$ cat src/rtl/spart_pkg.sv
// rtl/spart_pkg.sv - shared SPART types, bus addresses and baud divisors
//
// Purpose: receiver state encoding plus the bus address map and baud divisor
//          constants shared across the SPART blocks.
// Ports:   none (package).
package spart_pkg;

  typedef enum logic [2:0] {
    IDLE,
    START,
    DATA,
    PARITY,
    STOP
  } rx_state_t;

  localparam logic [1:0] ADDR_RXTX   = 2'b00;
  localparam logic [1:0] ADDR_STATUS = 2'b01;
  localparam logic [1:0] ADDR_DB_LO  = 2'b10;
  localparam logic [1:0] ADDR_DB_HI  = 2'b11;

  localparam logic [15:0] DIV_4800  = 16'd651;
  localparam logic [15:0] DIV_9600  = 16'd326;
  localparam logic [15:0] DIV_19200 = 16'd163;
  localparam logic [15:0] DIV_38400 = 16'd81;

endpackage

$ cat src/rtl/spart_sync2.sv
// rtl/spart_sync2.sv - two-flop synchronizer with selectable reset value
//
// Purpose: brings an asynchronous level into the clk domain. Also used on the
//          CTS/RTS lines, hence the parameterized reset value.
// Ports:
//   clk    in  1  system clock
//   rst_n  in  1  asynchronous reset, active-low (both flops load RESET_VAL)
//   d      in  1  asynchronous input
//   q      out 1  synchronized output, 2 clk after d
module spart_sync2 #(
  parameter logic RESET_VAL = 1'b1
) (
  input  logic clk,
  input  logic rst_n,
  input  logic d,
  output logic q
);

  logic meta;

  always_ff @(posedge clk or negedge rst_n) begin
    if (!rst_n) begin
      meta <= RESET_VAL;
      q    <= RESET_VAL;
    end else begin
      meta <= d;
      q    <= meta;
    end
  end

endmodule

$ cat src/rtl/spart_rx.sv
// rtl/spart_rx.sv - SPART serial receiver with oversampled framing and receive buffer
//
// Purpose: oversamples rxd using the baud generator's rx_baud_en, frames
//          characters LSB first (1 start, DATA_BITS data, optional even parity,
//          1 stop) and holds each byte for the bus with RDA / error flags.
// Optional feature: define SPART_RX_PARITY_EN to add an even parity bit and
//          the parity_err output.
// Ports:
//   clk          in  1          system clock
//   rst_n        in  1          asynchronous reset, active-low
//   rxd          in  1          asynchronous serial input, idles high
//   rx_baud_en   in  1          one-clk pulse per 1/OVERSAMPLE bit time
//   rd_en        in  1          bus read of the receive buffer (level)
//   rx_data      out DATA_BITS  receive buffer
//   rda          out 1          receive data available
//   framing_err  out 1          stop bit sampled low
//   overrun_err  out 1          a byte completed while rda was already set
//   parity_err   out 1          even parity mismatch (SPART_RX_PARITY_EN only)
module spart_rx
  import spart_pkg::*;
#(
  parameter int OVERSAMPLE = 16,
  parameter int DATA_BITS  = 8
) (
  input  logic                 clk,
  input  logic                 rst_n,
  input  logic                 rxd,
  input  logic                 rx_baud_en,
  input  logic                 rd_en,
  output logic [DATA_BITS-1:0] rx_data,
  output logic                 rda,
  output logic                 framing_err,
`ifdef SPART_RX_PARITY_EN
  output logic                 overrun_err,
  output logic                 parity_err
`else
  output logic                 overrun_err
`endif
);

  localparam int TW = $clog2(OVERSAMPLE);
  localparam int BW = (DATA_BITS > 1) ? $clog2(DATA_BITS) : 1;
  localparam logic [TW-1:0] TICK_MID  = TW'(OVERSAMPLE / 2 - 1);
  localparam logic [TW-1:0] TICK_LAST = TW'(OVERSAMPLE - 1);
  localparam logic [BW-1:0] BIT_LAST  = BW'(DATA_BITS - 1);

  rx_state_t            state;
  logic [TW-1:0]        tick;
  logic [BW-1:0]        bit_cnt;
  logic [DATA_BITS-1:0] shift;
  logic                 rxd_s;
  logic                 rxd_q;
`ifdef SPART_RX_PARITY_EN
  logic                 par_bit;
`endif

  spart_sync2 #(
    .RESET_VAL(1'b1)
  ) u_sync (
    .clk   (clk),
    .rst_n (rst_n),
    .d     (rxd),
    .q     (rxd_s)
  );

  always_ff @(posedge clk or negedge rst_n) begin
    if (!rst_n) begin
      state       <= IDLE;
      tick        <= '0;
      bit_cnt     <= '0;
      shift       <= '0;
      rxd_q       <= 1'b1;
      rx_data     <= '0;
      rda         <= 1'b0;
      framing_err <= 1'b0;
      overrun_err <= 1'b0;
`ifdef SPART_RX_PARITY_EN
      par_bit     <= 1'b0;
      parity_err  <= 1'b0;
`endif
    end else begin
      rxd_q <= rxd_s;

      // Bus read clears status; a completion later in this block overrides it.
      if (rd_en) begin
        rda         <= 1'b0;
        framing_err <= 1'b0;
        overrun_err <= 1'b0;
`ifdef SPART_RX_PARITY_EN
        parity_err  <= 1'b0;
`endif
      end

      case (state)
        IDLE: begin
          // Only a 1->0 edge starts a character, so a held-low break starts one at most.
          if (rxd_q && !rxd_s) begin
            state <= START;
            tick  <= '0;
          end
        end

        START: begin
          if (rx_baud_en) begin
            if (tick == TICK_MID) begin
              if (!rxd_s) begin
                state   <= DATA;
                tick    <= '0;
                bit_cnt <= '0;
              end else begin
                state <= IDLE;
              end
            end else begin
              tick <= tick + 1'b1;
            end
          end
        end

        DATA: begin
          if (rx_baud_en) begin
            tick <= tick + 1'b1;
            if (tick == TICK_LAST) begin
              shift <= {rxd_s, shift[DATA_BITS-1:1]};
              if (bit_cnt == BIT_LAST) begin
`ifdef SPART_RX_PARITY_EN
                state <= PARITY;
`else
                state <= STOP;
`endif
              end else begin
                bit_cnt <= bit_cnt + 1'b1;
              end
            end
          end
        end

`ifdef SPART_RX_PARITY_EN
        PARITY: begin
          if (rx_baud_en) begin
            tick <= tick + 1'b1;
            if (tick == TICK_LAST) begin
              par_bit <= rxd_s;
              state   <= STOP;
            end
          end
        end
`endif

        STOP: begin
          if (rx_baud_en) begin
            tick <= tick + 1'b1;
            if (tick == TICK_LAST) begin
              state <= IDLE;
              if (!rda || rd_en) begin
                rx_data     <= shift;
                rda         <= 1'b1;
                framing_err <= ~rxd_s;
                if (rd_en) begin
                  overrun_err <= 1'b0;
                end
`ifdef SPART_RX_PARITY_EN
                parity_err  <= ^{shift, par_bit};
`endif
              end else begin
                overrun_err <= 1'b1;
              end
            end
          end
        end

        default: state <= IDLE;
      endcase
    end
  end

endmodule
$ cat config.mk
export PLATFORM = sky130hd
export DESIGN_NAME = spart_rx
export DESIGN_NICKNAME = d
export VERILOG_FILES = /design/src/rtl/spart_pkg.sv /design/src/rtl/spart_sync2.sv /design/src/rtl/spart_rx.sv
export SDC_FILE = /design/constraint.sdc
export NUM_CORES = 1
export LEC_CHECK = 0
export CORE_UTILIZATION = 55
export CTS_CLUSTER_SIZE = 24
export DETAILED_ROUTE_END_ITERATION = 12
export PLACE_DENSITY = 0.78
export SYNTH_ARGS = -nofsm -noshare
export SYNTH_HDL_FRONTEND = slang
export SYNTH_HIERARCHICAL = 1
export SYNTH_SLANG_ARGS = --single-unit
$ cat constraint.sdc
create_clock -name clk -period 4.4 [get_ports clk]
set_input_delay 0.44 -clock clk [delete_from_list [all_inputs] [get_ports clk]]
set_output_delay 0.44 -clock clk [all_outputs]
set_load 0.1 [all_outputs]
==> results of run 1 <==
[logic make-up (layout without fill, tap and decap cells)]
kind of cell             after synthesis  in the layout
XOR/XNOR                               1              1
AND/OR/NAND/NOR                       32             32
multiplexers                          19             19
flip-flops                            32             32
adder cells (fa/ha/maj)                3              3
buffers and inverters                  7             28
AO/OA/AOI/OAI                         16             16
[layout make-up]
cell class,instances,area [um^2],area share
Sequential cell,32,805,0.467
Multi-Input combinational cell,71,633,0.367
Timing Repair Buffer,16,158,0.0914
Clock buffer,6,41.3,0.0239
Tap cell,30,37.5,0.0218
Clock inverter,2,35.0,0.0203
Inverter,4,15.0,0.00871
[path summary, 6_finish.rpt]
kind                                          endpoint  cells after the start  slack (ns)
max in group asynchronous        u_sync/meta$_DFF_PN1_                      2        3.58
worst min register to register      u_sync/q$_DFF_PN1_                      0        0.36
worst max register to register  bit_cnt[0]$_DFFE_PN0P_                      5        2.45
min in group asynchronous       bit_cnt[0]$_DFFE_PN0P_                      2        0.50
worst min-delay path                u_sync/q$_DFF_PN1_                      0        0.36
worst max-delay path                               rda                      1        2.04
[routing by layer]
| layer | track usage | routed length [um] |
|---|---|---|
| met1 | 0.256 | 1120 |
| met2 | 0.333 | 1200 |
| met3 | 0.0565 | 127 |
| met4 | 0.0658 | 0 |
| met5 | 0 | 0 |
[placed cells by master, fill, tap and decap left out, types with 2 or more instances in the layout]
cell type         n
a21oi_1           2
a22o_1            2
a2bb2oi_1         2
clkbuf_4          5
clkdlybuf4s50_1  15
dfrtp_1          29
dfstp_2           3
ha_1              3
inv_1             4
mux2_2           17
nand2_1           5
nand3_1           2
nand4b_1          2
nor2_1            5
nor3b_1           3
nor4_1            2
o21ai_0           2
[through the flow]
step / utilization / hold slack, ns / cell area [um^2] / std cells
finish: 0.690 / 0.361 / 1720 / 161
global route: 0.690 / 0.370 / 1720 / 161
CTS: 0.690 / 0.364 / 1720 / 161
detailed placement: 0.659 / 0.350 / 1650 / 153
global placement: 0.659 / 0.346 / 1650 / 153
floorplan: - / 0.144 / 1480 / 110
[flip-flops by register name, summed over array words and instances (netlist names)]
signal and cells:
rxd_q 1, u_sync/q 1, u_sync/meta 1, framing_err 1, overrun_err 1, bit_cnt 3
tick 4, rx_data 8, state 3, rda 1, shift 8
[power by group]
part           total [uW]  switching (uW)  internal, uW
registers             350            34.5           316
clock network         216            96.7           119
logic                90.3            42.8          47.5
total                 657             174           482
==> run summary, run 1 <==
Final HPWL DP = 1720 um
clock buffer depth = 2
Num CTS Buffers = 5
TritonRoute pass-1 iters = 4
Worst-path clk slew = 0.10 ns
Routed WL per cell = 15.2 um
VDD IR max = 308 uV
cells after synthesis = 110
Setup TNS = 0 ns
clk sinks = 32
Synth Warn # = 6
beginning of the critical path = rda$_DFF_PN0_
Starting Density = 0.591
H-tree levels = 2
status = complete, no violations
antenna violations before repair = 0
filler instances = 180
Clk Latency, worst-skew pair = 0.32 ns
CP peak stage delay = 1.16 ns
Mapped Nets = 118
core area = 0.00250 mm^2
critical path type = register to output port
DRC viols = 0
largest net degree at the start of global routing = 33
count of different cell masters after synthesis = 42
fmax = 0.423 GHz
Max-Cap Viols = 0
vias in the first global route = 933
Final nets = 138
post-synthesis register bit count = 32
Core Rows = 18
critical path buffer and inverter count = 1
Vias/cell = 5.88
post-CTS setup buffer count = 0
EDFF count, synth = 0
sequential area share after synthesis = 0.545
Least-Margin Pin Slew = 0.981 ns
cell family with most CP delay = buffers and inverters
DRT antenna net count = 0
compound-cell area share of the yosys netlist = 0.0873
CP Max Fanout = 3
top cell type by total area after synthesis = dfrtp_1
synthesized area per cell = 13.4 um^2
Post-Syn Area = 0.00148 mm^2
Worst EP required = 3.96 ns
share of cells above drive strength 1 = 0.282
Synth top cells by count = dfrtp_1 (29), mux2_2 (17), nand2_1 (5), nor2_1 (5), inv_1 (4)
pwr/cell area = 381 mW/mm^2
worst setup margin = 2.04 ns
final cycle utilization of the critical path = 0.537
vias post-DR = 947
Critical Path AT = 1.92 ns
adder-cell share of the synthesized area = 0.0254
Worst Setup Start Kind = register
antenna cells = 0
main combinational cell family by area after synthesis = simple AND/OR/NAND/NOR gates
initial DRC count = 10
Final min period = 2.36 ns
most numerous cell in the Yosys netlist = dfrtp_1
hold path start = u_sync/meta$_DFF_PN1_
CTS tree = yes
worst clock skew = 0.00968 ns
launch point of the worst reg-to-reg path = tick[0]$_DFFE_PN0P_
Place WS = 2.14 ns
Die Ht = 53.8 um
root buf cell = clkbuf_4
GRT Total Usage = 0.203
setup violators final = 0
largest cells by area after synthesis = dfrtp_1 (49%), mux2_2 (13%), dfstp_2 (5.3%)
Area Overhead vs Synth = 16.8%
RSZ-0062 raised after global routing = no
Ports = 16
Resized cells post-CTS = 0
Routed WL = 2450 um
first-pass GRT wire length = 4080 um
die width = 53.8 um
Hold WC Path Type = register to register
die area = 0.00290 mm^2
total power = 657 uW
Simple-Gate Fraction of Synth Area = 0.164
Port-buffer cells = 15
Max-slew headroom = 0.344
Hold-fix buffers, CTS = 0
CP Capture Type = output port
CP Cell Sequence = clkdlybuf4s50_1
FFs w/ async S/R, synth = 1.00
Slew Limit Fails = 0
CP max-delay cell = clkdlybuf4s50_1
Main synth FF type = dfrtp_1
Final Hold Viols = 0
XOR/XNOR share of the synthesized area = 0.00593
share of the synthesized area in the top cell type = 0.492
grt ovf = 0
mux contribution to synthesized area = 0.147
Leakage = 0.000763 uW
global placer's final weighted congestion = 0.747
Power figures use the tool's default switching activity.
==> run 2, diff against run 1 <==
--- a/config.mk
+++ b/config.mk
@@ -5,10 +5,10 @@
 export SDC_FILE = /design/constraint.sdc
 export NUM_CORES = 1
 export LEC_CHECK = 0
-export CORE_UTILIZATION = 55
+export CORE_UTILIZATION = 49
 export CTS_CLUSTER_SIZE = 24
 export DETAILED_ROUTE_END_ITERATION = 12
-export PLACE_DENSITY = 0.78
+export PLACE_DENSITY = 0.74
 export SYNTH_ARGS = -nofsm -noshare
 export SYNTH_HDL_FRONTEND = slang
 export SYNTH_HIERARCHICAL = 1
==> constraint.sdc (replaced) <==
create_clock -name clk -period 2 [get_ports clk]
set_input_delay 0.2 -clock clk [delete_from_list [all_inputs] [get_ports clk]]
set_output_delay 0.2 -clock clk [all_outputs]
set_load 0.1 [all_outputs]
==> run 2 against run 1 <==
  * Worst hold slack worse by 0.13 ns
  * Sequential power is 120% higher
  * Critical path depth is 5 higher
  * Worst setup slack worse by 1.9 ns
  * Combinational power is 130% higher
  * Global-route usage is 1.2 points lower
  * Clock power is 68% higher
  * Clock-buffer cell count stayed put
  * Highest routed layer is now met4
  * Sequential share of layout area is 0.44 points lower
==> run summary, run 2 (same netlist as run 1, synthesis figures left out) <==
status = complete, no violations (unchanged)
worst clock skew = 0.0109 ns (was 0.00968 ns)
vias in the first global route = 935 (was 933)
TritonRoute pass-1 iters = 4 (unchanged)
Critical Path AT = 2.13 ns (was 1.92 ns)
root buf cell = clkbuf_4 (unchanged)
core area = 0.00281 mm^2 (was 0.00250 mm^2)
Routed WL per cell = 15.3 um (was 15.2 um)
final cycle utilization of the critical path = 0.950
Least-Margin Pin Slew = 0.441 ns (was 0.981 ns)
cell family with most CP delay = simple AND/OR/NAND/NOR gates (was buffers and inverters)
Clk Latency, worst-skew pair = 0.35 ns (was 0.32 ns)
die width = 56.9 um (was 53.8 um)
initial DRC count = 7 (was 10)
Area Overhead vs Synth = 17.9% (was 16.8%)
largest net degree at the start of global routing = 33 (unchanged)
filler instances = 237 (was 180)
CP peak stage delay = 0.41 ns (was 1.16 ns)
pwr/cell area = 774 mW/mm^2 (was 381 mW/mm^2)
CP Capture Type = register (was output port)
Vias/cell = 5.64 (was 5.88)
die area = 0.00324 mm^2 (was 0.00290 mm^2)
Most Crowded Layer GR = met2 (unchanged)
CP Max Fanout = 6 (was 3)
placed cell areas = 0.00165 mm^2 (about the same)
Final Hold Viols = 0 (unchanged)
grt ovf = 0 (unchanged)
Die Ht = 56.9 um (was 53.8 um)
setup violators final = 0 (unchanged)
global placer's final weighted congestion = 0.830 (was 0.747)
Port-buffer cells = 15 (unchanged)
Worst-path clk slew = 0.10 ns (about the same)
DRC viols = 0 (unchanged)
critical path buffer and inverter count = 1 (unchanged)
critical path type = register to register (was register to output port)
most frequent cells in the layout = dfrtp_1 (29), buf_4 (19), mux2_2 (17) (was dfrtp_1 (29), mux2_2 (17), clkdlybuf4s50_1 (15))
Slew Limit Fails = 0 (unchanged)
Setup TNS = 0 ns (unchanged)
Max-slew headroom = 0.698 (was 0.344)
VDD IR max = 413 uV (was 308 uV)
Top Registers = rx_data x8, shift x8, tick x4 (unchanged)
Core Rows = 19 (was 18)
GRT Total Usage = 0.191 (was 0.203)
met3 usage = 0.0737 (was 0.0565)
met1 Use GR = 0.245 (was 0.256)
H-tree levels = 2 (unchanged)
CP max-delay cell = dfrtp_1 (was clkdlybuf4s50_1)
vias post-DR = 953 (was 947)
DRT antenna net count = 0 (unchanged)
Hold-fix buffers, CTS = 0 (unchanged)
most common cell after layout, fill and taps aside = dfrtp_1 (unchanged)
register area = 805 um^2 (unchanged)
Hold WC Path Type = input pin to async pin (was register to register)
first-pass GRT wire length = 4520 um (was 4080 um)
Final min period = 1.90 ns
antenna violations before repair = 0 (unchanged)
Routed WL = 2590 um (was 2450 um)
CP Cell Sequence = ha_1, and4_2, nand3_4, a21oi_4, buf_4, mux2_2 (was clkdlybuf4s50_1)
Final Core Density = 0.620 (was 0.690)
fmax = 0.526 GHz
finished layout cell area = 0.00174 mm^2 (was 0.00172 mm^2)
share of cells above drive strength 1 = 0.413 (was 0.282)
Starting Density = 0.526 (was 0.591)
Final HPWL DP = 1740 um (was 1720 um)
Max-Cap Viols = 0 (unchanged)
GR Util met2 = 0.289 (was 0.333)
clk sinks = 32 (unchanged)
combined area of the multi-input logic cells = 646 um^2 (was 633 um^2)
Ports = 16 (unchanged)
CTS tree = yes (unchanged)
clock buffer depth = 2 (unchanged)
Leakage = 0.000810 uW (was 0.000763 uW)
Num CTS Buffers = 5 (unchanged)
Worst Setup Start Kind = register (unchanged)
antenna cells = 0 (unchanged)
Final nets = 145 (was 138)
RSZ-0062 raised after global routing = no (unchanged)
Worst EP required = 2.23 ns (was 3.96 ns)
==> run 2: cell types whose count changed in the layout (fill, tap and decap cells not counted), sizes merged <==
cell           change
clkinvlp           +1
bufinv             -1
buf               +18
clkdlybuf4s50     -11
==> run 2: final timing paths <==
path,startpoint,slack (ns),cells after the start,endpoint
setup reg to reg,tick[0]$_DFFE_PN0P_,0.1,6,rx_data[5]$_DFFE_PN0P_
hold / removal,rst_n,0.23,2,tick[1]$_DFFE_PN0P_
setup / recovery,tick[0]$_DFFE_PN0P_,0.1,6,rx_data[5]$_DFFE_PN0P_
min in group clk,rxd,0.26,1,u_sync/meta$_DFF_PN1_
max in group asynchronous,rst_n,1.44,2,rxd_q$_DFF_PN1_
hold reg to reg,u_sync/meta$_DFF_PN1_,0.36,0,u_sync/q$_DFF_PN1_
==> run 2: timing repair <==
item	CTS	global route
gates resized for setup	0	2
endpoints found under the hold margin	0	0
setup buffers	0	3
endpoints found under the setup margin	0	12
==> run 2: final cells by class <==
cell class / count / share of cell area
Sequential cell: 32 / 0.462
Multi-Input combinational cell: 71 / 0.371
Timing Repair Buffer: 23 / 0.105
Clock buffer: 6 / 0.0237
Tap cell: 31 / 0.0223
Inverter: 4 / 0.00863
Clock inverter: 2 / 0.00719
==> run 2: report_power, final <==
group / total [uW] / switching, uW / leakage, uW / internal, uW
clock network: 363 / 228 / 0.0000282 / 135
logic: 211 / 101 / 0.000360 / 110
registers: 773 / 77.8 / 0.000422 / 695
==> run 2: metal layers <==
layer / part of all wire / vias to the layer above / wire, um
met1: 0.45 / 473 / 1160
met3: 0.050 / 6 / 130
met2: 0.48 / 19 / 1240
met5: 0 / - / 0
met4: 0.020 / 0 / 52
li1: - / 455 / -
==> run 2: per-stage QoR <==
step	setup slack (ns)	hold slack [ns]	power, uW	instances
after floorplan	0.270	-0.0956	922	110
after global placement	0.0866	0.347	978	158
after detailed placement	0.0531	0.347	990	158
after CTS	0.0574	0.241	1350	166
after global routing	0.0220	0.253	1420	169
final	0.0997	0.228	1350	169
==> run 3, diff against run 2 <==
--- a/config.mk
+++ b/config.mk
@@ -8,7 +8,8 @@
 export CORE_UTILIZATION = 49
 export CTS_CLUSTER_SIZE = 24
 export DETAILED_ROUTE_END_ITERATION = 12
-export PLACE_DENSITY = 0.74
+export MAX_ROUTING_LAYER = met4
+export PLACE_DENSITY_LB_ADDON = 0.05
 export SYNTH_ARGS = -nofsm -noshare
 export SYNTH_HDL_FRONTEND = slang
 export SYNTH_HIERARCHICAL = 1
==> run 3 against run 2 <==
  * The flow now finishes with violations (DRC)
  * Die area unchanged
  * Clock skew decreased by 0.0068 ns
  * Non-clock buffer count decreased by 3
  * Sequential cell count unchanged
  * Worst setup slack improved by 0.023 ns
  * First-iteration DRC count increased to 2.9 times the previous value
  * Combinational power fell by 2%
  * Cell area rose by 0.29%
  * Critical path type unchanged
  * Critical endpoint is now rx_data[4]$_DFFE_PN0P_
==> run summary, run 3 (same netlist as run 1, synthesis figures left out) <==
status = complete, but fails checks (was complete, no violations)
failing checks = DRC
share of cells above drive strength 1 = 0.393 (was 0.413)
R2R depth = 6 (unchanged)
cell family with most CP delay = simple AND/OR/NAND/NOR gates (unchanged)
R2R Setup Slk = 0.12 ns (was 0.1 ns)
antenna cells = 0 (unchanged)
initial DRC count = 20 (was 7)
CP Cell Sequence = ha_1, and4_2, nand3_4, a21oi_4, buf_12, mux2_2 (was ha_1, and4_2, nand3_4, a21oi_4, buf_4, mux2_2)
die width = 56.9 um (unchanged)
Num CTS Buffers = 5 (unchanged)
global placer's final weighted congestion = 0.778 (was 0.830)
CTS tree = yes (unchanged)
antenna violations before repair = 0 (unchanged)
Worst EP required = 2.22 ns (was 2.23 ns)
fmax = 0.533 GHz (was 0.526 GHz)
Routed WL per cell = 15.0 um (was 15.3 um)
Top Registers = rx_data x8, shift x8, tick x4 (unchanged)
Starting Density = 0.526 (unchanged)
hold_ws = 0.260 ns (was 0.228 ns)
root buf cell = clkbuf_4 (unchanged)
Critical Path AT = 2.09 ns (was 2.13 ns)
Hold WC Path Type = input pin to async pin (unchanged)
Clk Latency, worst-skew pair = 0.33 ns (was 0.35 ns)
setup violators final = 0 (unchanged)
DRT antenna net count = 0 (unchanged)
fin cells = 166 (was 169)
vias post-DR = 952 (was 953)
worst clock skew = 0.00408 ns (was 0.0109 ns)
Max-Cap Viols = 0 (unchanged)
GRT Total Usage = 0.193 (was 0.191)
TritonRoute pass-1 iters = 8 (was 4)
Place WS = 0.106 ns (was 0.0531 ns)
core area = 0.00281 mm^2 (unchanged)
CP peak stage delay = 0.40 ns (was 0.41 ns)
H-tree levels = 2 (unchanged)
critical path buffer and inverter count = 1 (unchanged)
worst setup margin = 0.123 ns (was 0.0997 ns)
die area = 0.00324 mm^2 (unchanged)
Max-slew headroom = 0.759 (was 0.698)
clk sinks = 32 (unchanged)
most frequent cells in the layout = dfrtp_1 (29), mux2_2 (17), buf_4 (14) (was dfrtp_1 (29), buf_4 (19), mux2_2 (17))
Final Hold Viols = 0 (unchanged)
first-pass GRT wire length = 4470 um (was 4520 um)
pwr/cell area = 781 mW/mm^2 (was 774 mW/mm^2)
final cycle utilization of the critical path = 0.939 (was 0.950)
DRC viols = 2 (was 0)
VDD IR max = 518 uV (was 413 uV)
Port-buffer cells = 15 (unchanged)
Routed WL = 2500 um (was 2590 um)
grt ovf = 0 (unchanged)
vias in the first global route = 957 (was 935)
Worst Setup Start Kind = register (unchanged)
Final min period = 1.88 ns (was 1.90 ns)
launch point of the worst reg-to-reg path = tick[0]$_DFFE_PN0P_ (unchanged)
Final nets = 142 (was 145)
CP max-delay cell = dfrtp_1 (unchanged)
Ports = 16 (unchanged)
Die Ht = 56.9 um (unchanged)
Area Overhead vs Synth = 18.2% (was 17.9%)
CP Max Fanout = 9 (was 6)
Vias/cell = 5.73 (was 5.64)
combined area of the multi-input logic cells = 639 um^2 (was 646 um^2)
most common cell after layout, fill and taps aside = dfrtp_1 (unchanged)
Least-Margin Pin Slew = 0.352 ns (was 0.441 ns)
critical path type = register to register (unchanged)
Slew Limit Fails = 0 (unchanged)
Hold-fix buffers, CTS = 0 (unchanged)
register area = 805 um^2 (unchanged)
reg-to-reg endpoint = rx_data[4]$_DFFE_PN0P_ (was rx_data[5]$_DFFE_PN0P_)
Final HPWL DP = 1650 um (was 1740 um)
largest net degree at the start of global routing = 33 (unchanged)
Resized cells post-CTS = 0 (unchanged)
filler instances = 234 (was 237)
post-CTS setup buffer count = 0 (unchanged)
Leakage = 0.000801 uW (was 0.000810 uW)
Core Rows = 19 (unchanged)
clock buffer depth = 2 (unchanged)
Worst-path clk slew = 0.10 ns (about the same)
Setup TNS = 0 ns (unchanged)
dpl cells = 158 (unchanged)
CP Capture Type = register (unchanged)
RSZ-0062 raised after global routing = no (unchanged)
-- run 3: cell count changes in the layout (fill, tap and decap cells not counted) --
| cell | change |
|---|---|
| buf_4 | -5 |
| a2bb2oi_2 | -1 |
| clkbuf_8 | +1 |
| clkinv_2 | -1 |
| buf_12 | +2 |
| a2bb2oi_1 | +1 |
-- run 3: layout make-up --
type	instances	share of cell area
Clock buffer	7	0.0315
Clock inverter	1	0.00430
Inverter	4	0.00860
Multi-Input combinational cell	71	0.366
Sequential cell	32	0.461
Tap cell	31	0.0222
Timing Repair Buffer	20	0.106
-- run 3: where the power goes --
part	internal, uW	switching [uW]
clock network	172	214
registers	695	75.2
logic	109	97.0
-- run 3: stage by stage --
step	area, um^2	utilization	power [uW]
detailed placement	1680	0.598	987
finish	1750	0.622	1360
CTS	1740	0.620	1380
global placement	1680	0.598	981
floorplan	1480	-	922
global route	1750	0.622	1460
-- run 3: worst max-delay path by stage --
stage                   startpoint                endpoint  slack [ns]  cells after the start
5_1_grt        tick[0]$_DFFE_PN0P_  rx_data[5]$_DFFE_PN0P_        0.02                      6
3_5_place_dp            rx_baud_en    shift[0]$_DFFE_PN0P_        0.11                      6
3_3_place_gp            rx_baud_en  bit_cnt[0]$_DFFE_PN0P_        0.14                      6
4_1_cts        tick[0]$_DFFE_PN0P_  bit_cnt[0]$_DFFE_PN0P_        0.11                      5
2_1_floorplan  tick[0]$_DFFE_PN0P_  rx_data[0]$_DFFE_PN0P_        0.27                      5
6_report       tick[0]$_DFFE_PN0P_  rx_data[4]$_DFFE_PN0P_        0.12                      6
-- run 3: worst reg2reg max path: cells and delay by family (launching register included) --
kind | cells | cell delay [ns]
AND/OR/NAND/NOR | 2 | 0.43
flip-flops | 1 | 0.40
multiplexers | 1 | 0.33
adder cells (fa/ha/maj) | 1 | 0.31
AO/OA/AOI/OAI | 1 | 0.15
buffers and inverters | 1 | 0.14
-- run 3: per-layer routing --
layer	up-vias	routed length, um	GRT usage	share of wire
met1	470	1230	0.258	0.49
met2	20	1120	0.261	0.45
met4	0	59	0.125	0.024
met5	-	0	-	0
met3	7	88	0.0484	0.035
li1	455	-	-	-
